## src/rtl/dna_reader_ctrl_if.sv

```systemverilog
// rtl/dna_reader_ctrl_if.sv - host request/result and DNA primitive signal bundle
interface dna_reader_ctrl_if #(
  parameter int DNA_WIDTH = 57
);
  logic                 start;
  logic                 busy;
  logic                 dna_valid;
  logic [DNA_WIDTH-1:0] dna_value;
  logic                 dna_read;
  logic                 dna_shift;
  logic                 dna_din;
  logic                 dna_dout;

  modport master (
    input  start,
    input  dna_dout,
    output busy,
    output dna_valid,
    output dna_value,
    output dna_read,
    output dna_shift,
    output dna_din
  );

  modport slave (
    output start,
    output dna_dout,
    input  busy,
    input  dna_valid,
    input  dna_value,
    input  dna_read,
    input  dna_shift,
    input  dna_din
  );
endinterface

```

## src/rtl/dna_reader_ctrl.sv

```systemverilog
// rtl/dna_reader_ctrl.sv - DNA_PORT read sequencer; DNA_AUTOSTART_EN enables one read after reset
module dna_reader_ctrl #(
  parameter int DNA_WIDTH = 57,
  parameter int CLK_DIV   = 1
) (
  input logic               CLK,
  input logic               RST_N,
  dna_reader_ctrl_if.master bus
);

  localparam int BW = $clog2(DNA_WIDTH + 1);
  localparam int DW = (CLK_DIV > 1) ? $clog2(CLK_DIV) : 1;
  localparam logic [DW-1:0] DIV_LAST = DW'(CLK_DIV - 1);
  localparam logic [BW-1:0] BIT_LAST = BW'(DNA_WIDTH - 1);

  typedef enum logic [1:0] {
    IDLE  = 2'd0,
    LOAD  = 2'd1,
    SHIFT = 2'd2,
    DONE  = 2'd3
  } state_t;

  state_t               state, state_n;
  logic [BW-1:0]        bit_cnt, bit_cnt_n;
  logic [DW-1:0]        div_cnt, div_cnt_n;
  logic [DNA_WIDTH-1:0] sreg, sreg_n;
  logic [DNA_WIDTH-1:0] value_q, value_n;
  logic                 valid_q, valid_n;
  logic                 busy_q, busy_n;
  logic                 read_q, read_n;
  logic                 shift_q, shift_n;
  logic                 start_eff;

`ifdef DNA_AUTOSTART_EN
  logic auto_q;

  // One-shot request armed by reset; the FSM is in IDLE in the first cycle so it is always consumed there
  always_ff @(posedge CLK or negedge RST_N) begin
    if (!RST_N) auto_q <= 1'b1;
    else        auto_q <= 1'b0;
  end

  assign start_eff = bus.start | auto_q;
`else
  assign start_eff = bus.start;
`endif

  // Next-state, counters, shift register and the registered versions of every output
  always_comb begin
    state_n   = state;
    bit_cnt_n = bit_cnt;
    div_cnt_n = div_cnt;
    sreg_n    = sreg;
    value_n   = value_q;
    valid_n   = valid_q;
    case (state)
      IDLE: begin
        if (start_eff) state_n = LOAD;
      end
      LOAD: begin
        state_n   = SHIFT;
        bit_cnt_n = '0;
        div_cnt_n = '0;
      end
      SHIFT: begin
        if (div_cnt == DIV_LAST) begin
          // dna_shift is high this cycle, so DOUT still shows the bit being consumed
          sreg_n    = {sreg[DNA_WIDTH-2:0], bus.dna_dout};
          bit_cnt_n = bit_cnt + BW'(1);
          div_cnt_n = '0;
          if (bit_cnt == BIT_LAST) begin
            state_n = DONE;
            value_n = sreg_n;
            valid_n = 1'b1;
          end
        end else begin
          div_cnt_n = div_cnt + DW'(1);
        end
      end
      DONE: begin
        if (start_eff) begin
          state_n = LOAD;
          valid_n = 1'b0;
        end
      end
      default: state_n = IDLE;
    endcase
    busy_n  = (state_n == LOAD) || (state_n == SHIFT);
    read_n  = (state_n == LOAD);
    shift_n = (state_n == SHIFT) && (div_cnt_n == DIV_LAST);
  end

  // State and output registers; reset aborts any read and discards partial data
  always_ff @(posedge CLK or negedge RST_N) begin
    if (!RST_N) begin
      state   <= IDLE;
      bit_cnt <= '0;
      div_cnt <= '0;
      sreg    <= '0;
      value_q <= '0;
      valid_q <= 1'b0;
      busy_q  <= 1'b0;
      read_q  <= 1'b0;
      shift_q <= 1'b0;
    end else begin
      state   <= state_n;
      bit_cnt <= bit_cnt_n;
      div_cnt <= div_cnt_n;
      sreg    <= sreg_n;
      value_q <= value_n;
      valid_q <= valid_n;
      busy_q  <= busy_n;
      read_q  <= read_n;
      shift_q <= shift_n;
    end
  end

  assign bus.busy      = busy_q;
  assign bus.dna_valid = valid_q;
  assign bus.dna_value = value_q;
  assign bus.dna_read  = read_q;
  assign bus.dna_shift = shift_q;
  assign bus.dna_din   = 1'b0;

endmodule

```

## src/flat_wrapper.sv

```systemverilog
// flat-port wrapper written by rule: the top's interface ports become plain ports
module dna_reader_ctrl_flat 
#(
  parameter int DNA_WIDTH = 57,
  parameter int CLK_DIV   = 1
)
  (CLK, RST_N, bus_start, bus_dna_dout, bus_busy, bus_dna_valid, bus_dna_value, bus_dna_read, bus_dna_shift, bus_dna_din);
  dna_reader_ctrl_if #(.DNA_WIDTH(DNA_WIDTH)) bus_i ();
  input logic CLK;
  input logic RST_N;
  input wire logic [$bits(bus_i.start)-1:0] bus_start;
  input wire logic [$bits(bus_i.dna_dout)-1:0] bus_dna_dout;
  output wire logic [$bits(bus_i.busy)-1:0] bus_busy;
  output wire logic [$bits(bus_i.dna_valid)-1:0] bus_dna_valid;
  output wire logic [$bits(bus_i.dna_value)-1:0] bus_dna_value;
  output wire logic [$bits(bus_i.dna_read)-1:0] bus_dna_read;
  output wire logic [$bits(bus_i.dna_shift)-1:0] bus_dna_shift;
  output wire logic [$bits(bus_i.dna_din)-1:0] bus_dna_din;
  assign bus_i.start = bus_start;
  assign bus_i.dna_dout = bus_dna_dout;
  assign bus_busy = bus_i.busy;
  assign bus_dna_valid = bus_i.dna_valid;
  assign bus_dna_value = bus_i.dna_value;
  assign bus_dna_read = bus_i.dna_read;
  assign bus_dna_shift = bus_i.dna_shift;
  assign bus_dna_din = bus_i.dna_din;
  dna_reader_ctrl #(.DNA_WIDTH(DNA_WIDTH), .CLK_DIV(CLK_DIV)) u_core (.CLK(CLK), .RST_N(RST_N), .bus(bus_i));
endmodule
```

## config.mk

```make
export PLATFORM = sky130hd
export DESIGN_NAME = dna_reader_ctrl_flat
export DESIGN_NICKNAME = d
export VERILOG_FILES = /design/src/rtl/dna_reader_ctrl_if.sv /design/src/rtl/dna_reader_ctrl.sv /design/src/flat_wrapper.sv
export SDC_FILE = /design/constraint.sdc
export NUM_CORES = 1
export LEC_CHECK = 0
export ABC_AREA = 1
export BUFFER_PORTS_ARGS = -buffer_cell sky130_fd_sc_hd__clkbuf_2
export CAP_MARGIN = 10
export CORE_UTILIZATION = 30
export CTS_CLUSTER_SIZE = 8
export DETAILED_ROUTE_END_ITERATION = 10
export SLEW_MARGIN = 30
export SYNTH_ARGS = -nofsm -noshare
export SYNTH_HDL_FRONTEND = slang
export SYNTH_SLANG_ARGS = --single-unit
export TNS_END_PERCENT = 5
```

## constraint.sdc

```tcl
create_clock -name CLK -period 1.9 [get_ports CLK]
set_input_delay 0.095 -clock CLK [delete_from_list [all_inputs] [get_ports CLK]]
set_output_delay 0.095 -clock CLK [all_outputs]
set_load 0.02 [all_outputs]
```

Word level (Yosys, flattened, before mapping). Cells that the tools add are included.

Bits in registers: 126. Input port bits: 4. Word-level logic and storage cells: 44.

$add $sub $neg: 2. Eq/ne operators: 9. Mux-type cells: 12. Bitwise operators: 2. Reductions and logical operators: 10.

Operator list (count): case mux 6 bit (2 select lines) (1); adder 6 x 1 -> 6 bit, second input constant (1); equality test 2 bit, second input constant (3); equality test 6 bit, second input constant (1); 2-to-1 mux 2 bit (3); 2-to-1 mux 6 bit (1); case mux 2 bit (3 select lines) (1); equality test 2 x 1 -> 1 bit, second input constant (2); 2-to-1 mux 1 bit (4); inequality test 2 bit, second input constant (2); case mux 1 bit (2 select lines) (2); AND reduction 2 bit (2); AND reduction 4 bit (1); nonzero test 2 bit (2); AND reduction 3 bit (1); zero test 2 bit (1); inequality test 2 x 1 -> 1 bit, second input constant (1); inverter 1 bit (2); OR reduction 2 bit (1); adder 1 bit, second input constant (1); logical AND 1 bit (1); logical OR 1 bit (1).

Logic depth before layout (Yosys ltp). Gate-level depths: netlist of the first run.

Depth in word-level cells: 6. Gate-level depth with buffers: 11. Mapped depth without buffers: 10.

Worst setup path before layout of the first run. Ideal clock, no wire load.

Kind: register to register. Start point: register u_core.state[0]. End point: register u_core.busy_q (netlist: u_core.bus.busy). Arrival time: 1.441 ns. Data required time: 1.787 ns. Setup slack: 0.346 ns. Stages on the path, launching flop included: 9. Buffers on the path: 1. Period minus slack after synthesis: 1.554 ns. Cell sequence: dfrtp_1 inv_1 ha_1 nand4_4 buf_6 nand2_1 nand2_1 ha_1 inv_1.

Cells in the longest elaborated chain, start to end: 5.

RTL lines: start, declared (line dna_reader_ctrl.sv:23) `state_t state, state_n;`; start signal, assigned (line dna_reader_ctrl.sv:106) `state <= state_n;`; equality test 2 bit, or another cell as far along (line dna_reader_ctrl.sv:56) `case (state)`; OR reduction 2 bit (no line) / 2-to-1 mux 2 bit (equally long branches); case mux 2 bit (3 select lines) (*) (line dna_reader_ctrl.sv:56); equality test 2 x 1 -> 1 bit / equality test 2 bit (equally long branches) (line dna_reader_ctrl.sv:88) `busy_n = (state_n == LOAD) || (state_n == SHIFT);`; logical OR 1 bit (*) (line dna_reader_ctrl.sv:88); net u_core.busy_n (line dna_reader_ctrl.sv:29) `logic busy_q, busy_n;`; end signal, assigned (line dna_reader_ctrl.sv:112) `busy_q <= busy_n;`; end, declared (line dna_reader_ctrl.sv:29).

Mark *: on every way through the listed nets, which the timed path passes. The rest lies on a longest branch. A chain may end at the register's enable or synchronous reset.

Worst setup path in the final report of the first run. Same ends and word-level chain as after synthesis.

==> results of run 1 <==
[per-stage QoR]
step / hold slack, ns / worst slack, ns
2_1_floorplan: -0.201 / 0.346
3_3_place_gp: -0.117 / 0.242
3_5_place_dp: -0.115 / 0.143
4_1_cts: 0.00673 / 0.134
5_1_grt: 0.0334 / 0.0671
6_report: 0.0221 / 0.189
[synthesized netlist by cell type, drive strengths merged]
library cell	instances	share of area
dfrtp	126	0.64
clkbuf	7	0.0053
inv	76	0.057
o21ai	117	0.13
nand4	1	0.0043
ha	8	0.020
buf	18	0.029
nand2	139	0.11
a21oi	4	0.0040
o21bai	1	0.0015
nor2	7	0.0063
conb	1	0.00076
nand3	5	0.0050
[logic make-up (layout without fill, tap and decap cells)]
group,Yosys count,in the layout
adders and majority gates,8,8
DFF,126,126
other,1,1
AOI/OAI and AO/OA,122,122
buffers and inverters,101,181
and+or+nand+nor,152,152
[registers in the layout, indices dropped and copies added, names as in the netlist]
register / cells
u_core.bus.dna_value: 57
u_core.sreg: 56
u_core.bit_cnt: 6
u_core.state: 2
u_core.bus.busy: 1
u_core.bus.dna_read: 1
u_core.bus.dna_shift: 1
u_core.bus.dna_valid: 1
u_core.div_cnt: 1
[critical path, cell delays in order, from the launching register on]
cell and delay (ns):
dfrtp_1 0.42, inv_1 0.12, ha_2 0.26, inv_1 0.08
o21bai_1 0.15, o21ai_0 0.11, nand2_1 0.07, nand2_1 0.08
ha_1 0.28, inv_1 0.03
[worst paths after layout]
check                                                     start                              endpoint  cells past startpoint
max                                   u_core.state[0]$_DFF_PN0_             u_core.bus.busy$_DFF_PN0_                      9
min                                                       RST_N             u_core.bus.busy$_DFF_PN0_                      2
max reg2reg                           u_core.state[0]$_DFF_PN0_             u_core.bus.busy$_DFF_PN0_                      9
min reg2reg                u_core.bus.dna_value[51]$_DFFE_PN0P_  u_core.bus.dna_value[51]$_DFFE_PN0P_                      2
max in group asynchronous                                 RST_N  u_core.bus.dna_value[41]$_DFFE_PN0P_                      3
min in group CLK                                      bus_start             u_core.state[1]$_DFF_PN0_                      4
[layout make-up]
class / instances / area, µm² / area share
Sequential cell: 126 / 3150 / 0.518
Multi-Input combinational cell: 283 / 1360 / 0.224
Timing Repair Buffer: 73 / 462 / 0.0758
Clock buffer: 17 / 425 / 0.0699
Inverter: 76 / 285 / 0.0469
Tap cell: 216 / 270 / 0.0444
Clock inverter: 15 / 129 / 0.0212
[layer usage]
metal / wire length (µm) / vias up
li1: - / 1729
met5: 0 / -
met1: 4270 / 1570
met3: 558 / 13
met2: 4260 / 60
met4: 125 / 0
[power by group]
group | switching, µW | internal, µW
Clock | 1320 | 1710
Sequential | 26.9 | 2740
Combinational | 97.2 | 35.8
[layout by cell type, fill, tap and decap left out, drive strengths merged, types with 2 or more instances in the layout]
cell         instances
clkinvlp             6
nand2              139
buf                  8
a21oi                4
clkbuf              80
inv                 85
o21ai              117
nand3                5
ha                   8
nor2                 7
dlygate4sd3          2
dfrtp              126
[repair_timing]
action | 4_1_cts | 5_1_grt
endpoints found under the setup margin | 0 | 1
buffers inserted | 0 | 0
hold buffers | 2 | 0
resized for setup | 0 | 1
endpoints found under the hold margin | 128 | 0
==> summary.md, run 1 <==
| Metric | Value |
|---|---|
| Dpl cell area | 0.00551 mm² |
| Met3 Track Usage GR | 0.0513 |
| Die Height | 131 µm |
| Post-Syn Instances | 510 |
| # clock sinks | 126 |
| Critical path required time | 2.21 ns |
| Initial Util | 0.310 |
| Layout cells sized above 1 | 0.202 |
| CP Max Fanout | 4 |
| Register bit total from synthesis | 126 |
| Synth Cell Area | 0.00496 mm² |
| Core ar. | 0.0160 mm² |
| Largest net degree at the start of global routing | 77 |
| Routed Antenna Nets | 0 |
| Cts bufs inserted | 17 |
| Lkg Pwr | 0.00303 µW |
| Count of different cell masters after synthesis | 20 |
| Skew-Pair Late Insertion Delay | 0.41 ns |
| Maximum VDD drop | 0.527 mV |
| TritonCTS clock tree | done |
| Final setup vio count | 0 |
| Hold WC Path Type | input port to asynchronous set/reset pin |
| Gr usage total | 0.121 |
| Compound-Gate Fraction of Synth Area | 0.131 |
| Pins over their slew limit | 0 |
| Drt first pass iters | 4 |
| Root Buffer | clkbuf_16 |
| Post-DP HPWL | 6.08 mm |
| Vias in the first global route | 3341 |
| Post-Synth XOR/XNOR Area | 0 |
| M1 GR Usage | 0.147 |
| Grt total ovfl | 0 |
| IO buf count | 64 |
| Critical Path AT | 2.02 ns |
| Syn_nets | 522 |
| Power Dens Cells | 973 mW/mm² |
| Final Hold Fails | 0 |
| Endpoint type of the worst setup path | flip-flop |
| Period utilization | 0.900 |
| Clock Path Buffers | 2 |
| Global-route wire length before repair | 15.8 mm |
| Overall power | 5920 µW |
| Highest clock rate | 585 MHz |
| Synth Area in Simple Gates | 0.121 |
| Diode count | 0 |
| GR Util met2 | 0.188 |
| Layout fillers | 1642 |
| Setup TNS | 0 ns |
| Min cycle time layout | 1.71 ns |
| Total Wirelength | 9.22 mm |
| Vias per Instance | 4.18 |
| Vias | 3372 |
| Floorplan row count | 46 |
| Synth warnings | 0 |
| GPL Wtd Cong | 0.750 |
| Adder-cell share of the synthesized area | 0.0202 |
| IO Pins | 66 |
| Largest family of logic cells by synthesized area | compound AO/OA/AOI/OAI gates |
| Iter 0 DRT Violations | 202 |
| Finished Layout Cells | 806 |
| Mean routed wirelength per cell | 11.4 µm |
| Sequential-to-total area share from yosys stat | 0.635 |
| Area growth, synth to finish | 22.7% |
| Full die area | 0.0171 mm² |
| Register-to-register path setup slack | 0.19 ns |
| Final Net Count | 589 |
| Worst setup SP type | flip-flop |
| H-tree levels | 4 |
| Clock slew at reported path FFs | 0.06 ns |
| Skew final | 0.00937 ns |
| Max cap viols | 0 |
| Status | complete, no violations |
| Crit path kind | flip-flop to flip-flop |
| Post-synthesis mux area share | 0 |
| Initial antenna violation count | 0 |
| Fin util | 0.381 |
| RSZ-0062 raised after global routing | no |
| GRT busiest layer | met2 |
| Syn Area/Cell | 9.73 µm² |
| Placed Cells incl. Taps | 772 |
| DR DRC count | 0 |
| Fin area | 0.00609 mm² |
| Chip width | 131 µm |
(Power assumes the default switching activity.)
==> inputs of run 2 (changes only) <==
ABC_CLOCK_PERIOD_IN_PS = 1900   (was default)
HOLD_SLACK_MARGIN = 0.12   (was default)
==> run 2 against run 1 <==
Compared with the run above: count of clock-buffer cells in the layout is the same; register-to-register slack about the same; critical path depth did not move; clock skew is essentially flat; sequential power is essentially flat; maximum frequency barely moved; sequential share of layout area is 0.17 points lower; wire length decreased by 0.15%; sequential cell count unchanged.
==> summary.md, run 2 (synthesis results as in run 1) <==
| Metric | Value |
|---|---|
| Endpoint type of the worst setup path | flip-flop (unchanged) |
| Vias | 3381 (was 3372) |
| Vias per Instance | 4.18 (about the same) |
| Die Height | 131 µm (unchanged) |
| Gr usage total | 0.122 (was 0.121) |
| Clock Path Buffers | 2 (unchanged) |
| Vias in the first global route | 3353 (was 3341) |
| IO buf count | 64 (unchanged) |
| Diode count | 0 (unchanged) |
| Setup TNS | 0 ns (unchanged) |
| Hold_ws | 0.214 ns (was 0.0221 ns) |
| Min cycle time layout | 1.71 ns (about the same) |
| Drt first pass iters | 4 (unchanged) |
| Initial antenna violation count | 0 (unchanged) |
| Critical path required time | 2.21 ns (about the same) |
| Skew-Pair Late Insertion Delay | 0.41 ns (about the same) |
| Skew final | 0.00963 ns (was 0.00937 ns) |
| Max cap viols | 0 (unchanged) |
| Highest clock rate | 585 MHz (about the same) |
| Pins over their slew limit | 0 (unchanged) |
| Critical path buffer and inverter count | 3 (unchanged) |
| Mean routed wirelength per cell | 11.4 µm (about the same) |
| H-tree levels | 4 (unchanged) |
| RSZ-0062 raised after global routing | no (unchanged) |
| Routed Antenna Nets | 0 (unchanged) |
| Crit path max-delay family | adder cells (unchanged) |
| Area growth, synth to finish | 23.1% (was 22.7%) |
| Commonest cells after routing, fill and taps aside | 138 x nand2_1, 126 x dfrtp_1, 75 x inv_1 (unchanged) |
| DR DRC count | 0 (unchanged) |
| Number of flip-flops in the largest register | 57 (unchanged) |
| Final Net Count | 591 (was 589) |
| TritonCTS clock tree | done (unchanged) |
| CP cell instances | inv_1, ha_2, inv_1, o21bai_1, o21ai_0, nand2_1, nand2_1, ha_1, inv_1 (unchanged) |
| Full die area | 0.0171 mm² (unchanged) |
| Final Hold Fails | 0 (unchanged) |
| Layout cells sized above 1 | 0.201 (was 0.202) |
| Root Buffer | clkbuf_16 (unchanged) |
| Core ar. | 0.0160 mm² (unchanged) |
| Critical Path AT | 2.02 ns (about the same) |
| Status | complete, no violations (unchanged) |
| Largest net degree at the start of global routing | 77 (unchanged) |
| Floorplan row count | 46 (unchanged) |
| Global-route wire length before repair | 15.8 mm (about the same) |
| CP Max Fanout | 4 (unchanged) |
| Post-DP HPWL | 6.08 mm (unchanged) |
| Power Dens Cells | 970 mW/mm² (was 973 mW/mm²) |
| Initial Util | 0.310 (unchanged) |
| Maximum VDD drop | 0.528 mV (was 0.527 mV) |
| # clock sinks | 126 (unchanged) |
| Layout fillers | 1640 (was 1642) |
| Total Wirelength | 9.20 mm (was 9.22 mm) |
| Hold WC Path Type | input port to asynchronous set/reset pin (unchanged) |
| Crit-path most repeated cell | inv_1 (unchanged) |
| Iter 0 DRT Violations | 232 (was 202) |
| Most common cell after layout, fill and taps aside | nand2_1 (unchanged) |
| Clock slew at reported path FFs | 0.06 ns (about the same) |
| Crit-path max cell delay | 0.42 ns (about the same) |
| Period utilization | 0.900 (about the same) |
| Worst setup SP type | flip-flop (unchanged) |
| Final setup vio count | 0 (unchanged) |
| Cts bufs inserted | 17 (unchanged) |
| Slowest stage cell on the critical path | dfrtp_1 (unchanged) |
| Crit path kind | flip-flop to flip-flop (unchanged) |
| GPL Wtd Cong | 0.750 (unchanged) |
| Grt total ovfl | 0 (unchanged) |
| IO Pins | 66 (unchanged) |
| Lkg Pwr | 0.00304 µW (was 0.00303 µW) |
| Chip width | 131 µm (unchanged) |
## run 2: through the flow
step                      total power, µW   util  instances  cell area (µm²)  setup WS [ns]
after floorplan                      2860      -        510             4960          0.346
after global placement               2940  0.344        772             5510          0.242
after detailed placement             2950  0.344        772             5510          0.143
after CTS                            6030  0.382        808             6110          0.134
after global routing                 6180  0.382        808             6110         0.0671
final                                5930  0.382        808             6110          0.190
## run 2: worst paths after layout
| check | start | end | slack, ns | cells past startpoint |
|---|---|---|---|---|
| setup / recovery | u_core.state[0]$_DFF_PN0_ | u_core.bus.busy$_DFF_PN0_ | 0.19 | 9 |
| hold / removal | RST_N | u_core.bus.dna_value[12]$_DFFE_PN0P_ | 0.21 | 3 |
| setup reg to reg | u_core.state[0]$_DFF_PN0_ | u_core.bus.busy$_DFF_PN0_ | 0.19 | 9 |
| hold reg to reg | u_core.bus.dna_value[51]$_DFFE_PN0P_ | u_core.bus.dna_value[51]$_DFFE_PN0P_ | 0.48 | 2 |
| max in group asynchronous | RST_N | u_core.bus.busy$_DFF_PN0_ | 1.21 | 3 |
| min in group CLK | bus_dna_dout | u_core.bus.dna_value[0]$_DFFE_PN0P_ | 0.46 | 4 |
## run 2: report_power, final
part | internal, µW | switching [µW] | leakage [µW] | total (µW)
clock network | 1710 | 1320 | 0.000254 | 3030
registers | 2740 | 26.9 | 0.00160 | 2760
logic | 38.5 | 97.6 | 0.00118 | 136
## run 2: layer usage
layer,global-route usage,wire length [µm],vias up
met1,0.148,4290,1580
li1,-,-,1735
met4,0.0534,134,0
met5,0,0,-
met2,0.188,4270,52
met3,0.0513,514,14
## run 2: worst min-delay path, stage by stage
cell           delay, ns
dlygate4sd3_1       0.54
buf_6               0.12
buf_12              0.24
## run 2: what timing repair did
action                     CTS  global route
gates resized for setup      0             1
buffers inserted             0             0
hold buffers                 4             0
setup endpoints to repair    0             1
hold endpoints to repair   131             0
## run 2: layout make-up
type,count,area [µm²],area share
Inverter,76,285,0.0467
Clock buffer,17,425,0.0696
Timing Repair Buffer,75,482,0.0789
Clock inverter,15,129,0.0211
Multi-Input combinational cell,283,1360,0.223
Sequential cell,126,3150,0.516
Tap cell,216,270,0.0442
==> inputs of run 3 (changes only) <==
CORE_ASPECT_RATIO = 1.4   (was default)
==> run 3 against run 2 <==
Compared with the run above: die area is essentially flat; sequential power is essentially flat; combinational power shrank 4%; sequential cell count is the same; worst hold slack lost 0.032 ns; largest power group unchanged; critical endpoint unchanged.
==> summary.md, run 3 (synthesis results as in run 1) <==
| Metric | Value |
|---|---|
| Status | complete, no violations (unchanged) |
| Final Net Count | 590 (was 591) |
| Layout fillers | 1608 (was 1640) |
| Chip width | 111 µm (was 131 µm) |
| Largest net degree at the start of global routing | 74 (was 77) |
| Global-route wire length before repair | 16.1 mm (was 15.8 mm) |
| Period utilization | 0.895 (was 0.900) |
| Drt first pass iters | 4 (unchanged) |
| Mean routed wirelength per cell | 11.8 µm (was 11.4 µm) |
| Initial antenna violation count | 0 (unchanged) |
| Min cycle time layout | 1.70 ns (was 1.71 ns) |
| Final WS setup | 0.200 ns (was 0.190 ns) |
| Worst setup SP type | flip-flop (unchanged) |
| Iter 0 DRT Violations | 203 (was 232) |
| Setup TNS | 0 ns (unchanged) |
| Core ar. | 0.0162 mm² (was 0.0160 mm²) |
| Commonest cells after routing, fill and taps aside | 138 x nand2_1, 126 x dfrtp_1, 75 x inv_1 (unchanged) |
| Skew-Pair Late Insertion Delay | 0.40 ns (was 0.41 ns) |
| DR DRC count | 0 (unchanged) |
| Skew final | 0.00695 ns (was 0.00963 ns) |
| Critical Path Start | u_core.state[0]$_DFF_PN0_ (unchanged) |
| Crit path kind | flip-flop to flip-flop (unchanged) |
| Layout cells sized above 1 | 0.201 (about the same) |
| Critical Path AT | 2.00 ns (was 2.02 ns) |
| Post-place setup slack | 0.121 ns (was 0.143 ns) |
| RSZ-0062 raised after global routing | no (unchanged) |
| Fin util | 0.376 (was 0.382) |
| Pins over their slew limit | 0 (unchanged) |
| Clock Path Buffers | 2 (unchanged) |
| Routed Antenna Nets | 0 (unchanged) |
| Most common cell after layout, fill and taps aside | nand2_1 (unchanged) |
| Gr usage total | 0.118 (was 0.122) |
| Max cap viols | 0 (unchanged) |
| Lkg Pwr | 0.00304 µW (about the same) |
| H-tree levels | 4 (unchanged) |
| Die Height | 154 µm (was 131 µm) |
| IO Pins | 66 (unchanged) |
| Reg-to-Reg Start | u_core.state[0]$_DFF_PN0_ (unchanged) |
| # clock sinks | 126 (unchanged) |
| Post-DP HPWL | 6.16 mm (was 6.08 mm) |
| Number of flip-flops in the largest register | 57 (unchanged) |
| Final setup vio count | 0 (unchanged) |
| Maximum VDD drop | 0.432 mV (was 0.528 mV) |
| Area growth, synth to finish | 22.5% (was 23.1%) |
| Full die area | 0.0171 mm² (about the same) |
| Vias per Instance | 4.32 (was 4.18) |
| Total Wirelength | 9.32 mm (was 9.20 mm) |
| IO buf count | 64 (unchanged) |
| Vias | 3410 (was 3381) |
| Fin area | 0.00608 mm² (was 0.00611 mm²) |
| CP Max Fanout | 4 (unchanged) |
| GPL Wtd Cong | 0.712 (was 0.750) |
| Highest clock rate | 588 MHz (was 585 MHz) |
| Power Dens Cells | 984 mW/mm² (was 970 mW/mm²) |
| Cts bufs inserted | 17 (unchanged) |
| Hold_ws | 0.182 ns (was 0.214 ns) |
| Diode count | 0 (unchanged) |
| TritonCTS clock tree | done (unchanged) |
| Endpoint type of the worst setup path | flip-flop (unchanged) |
| Hold WC Path Type | input port to asynchronous set/reset pin (unchanged) |
| Floorplan row count | 55 (was 46) |
| Root Buffer | clkbuf_16 (unchanged) |
| Initial Util | 0.307 (was 0.310) |
| Vias in the first global route | 3359 (was 3353) |
| Critical path required time | 2.20 ns (was 2.21 ns) |
| Dpl cell area | 0.00547 mm² (was 0.00551 mm²) |
| Final Hold Fails | 0 (unchanged) |
| Grt total ovfl | 0 (unchanged) |
| Postcts setup bufs | 0 (unchanged) |
| Clock slew at reported path FFs | 0.06 ns (about the same) |
-- run 3: final timing paths --
kind                                                              to  slack [ns]  cells after the start
max in group asynchronous       u_core.bus.dna_value[44]$_DFFE_PN0P_        1.00                      3
min in group CLK                u_core.bus.dna_value[51]$_DFFE_PN0P_        0.48                      2
worst max register to register             u_core.bus.busy$_DFF_PN0_        0.20                      9
worst min register to register  u_core.bus.dna_value[51]$_DFFE_PN0P_        0.48                      2
worst max-delay path                       u_core.bus.busy$_DFF_PN0_        0.20                      9
worst min-delay path                     u_core.sreg[32]$_DFFE_PN0P_        0.18                      2
-- run 3: stage by stage --
| stage | total power, µW | cells |
|---|---|---|
| floorplan | 2860 | 510 |
| global placement | 2940 | 755 |
| detailed placement | 2950 | 755 |
| CTS | 6090 | 790 |
| global route | 6230 | 790 |
| finish | 5980 | 790 |
-- run 3: worst max-delay path, cell delays in order, from the launching register on --
cell      delay [ns]
dfrtp_1         0.41
inv_1           0.12
ha_2            0.27
inv_1           0.09
o21bai_1        0.17
o21ai_0         0.10
nand2_1         0.06
nand2_1         0.07
ha_1            0.27
inv_1           0.03
-- run 3: metal layers --
layer	global-route usage	up-vias	part of all wire
met5	0	-	0
met1	0.147	1599	0.46
met3	0.0357	7	0.043
met4	0.0438	0	0.011
li1	-	1727	-
met2	0.192	77	0.49
-- run 3: repair_timing --
action / 4_1_cts / 5_1_grt
hold buffers: 3 / 0
endpoints found under the setup margin: 0 / 2
endpoints found under the hold margin: 102 / 0
gates resized for setup: 0 / 1
-- run 3: cell type report --
type,instances,area (µm²),share of cell area
multi-input combinational,283,1360,0.224
tap,199,249,0.0410
sequential,126,3150,0.519
timing repair buffer,74,455,0.0749
clock inverter,14,134,0.0220
inverter,76,285,0.0469
clock buffer,18,439,0.0722
-- run 3: where the power goes --
| part | switching, µW | internal [µW] |
|---|---|---|
| sequential | 27.7 | 2740 |
| combinational | 96.2 | 34.6 |
| clock | 1240 | 1850 |
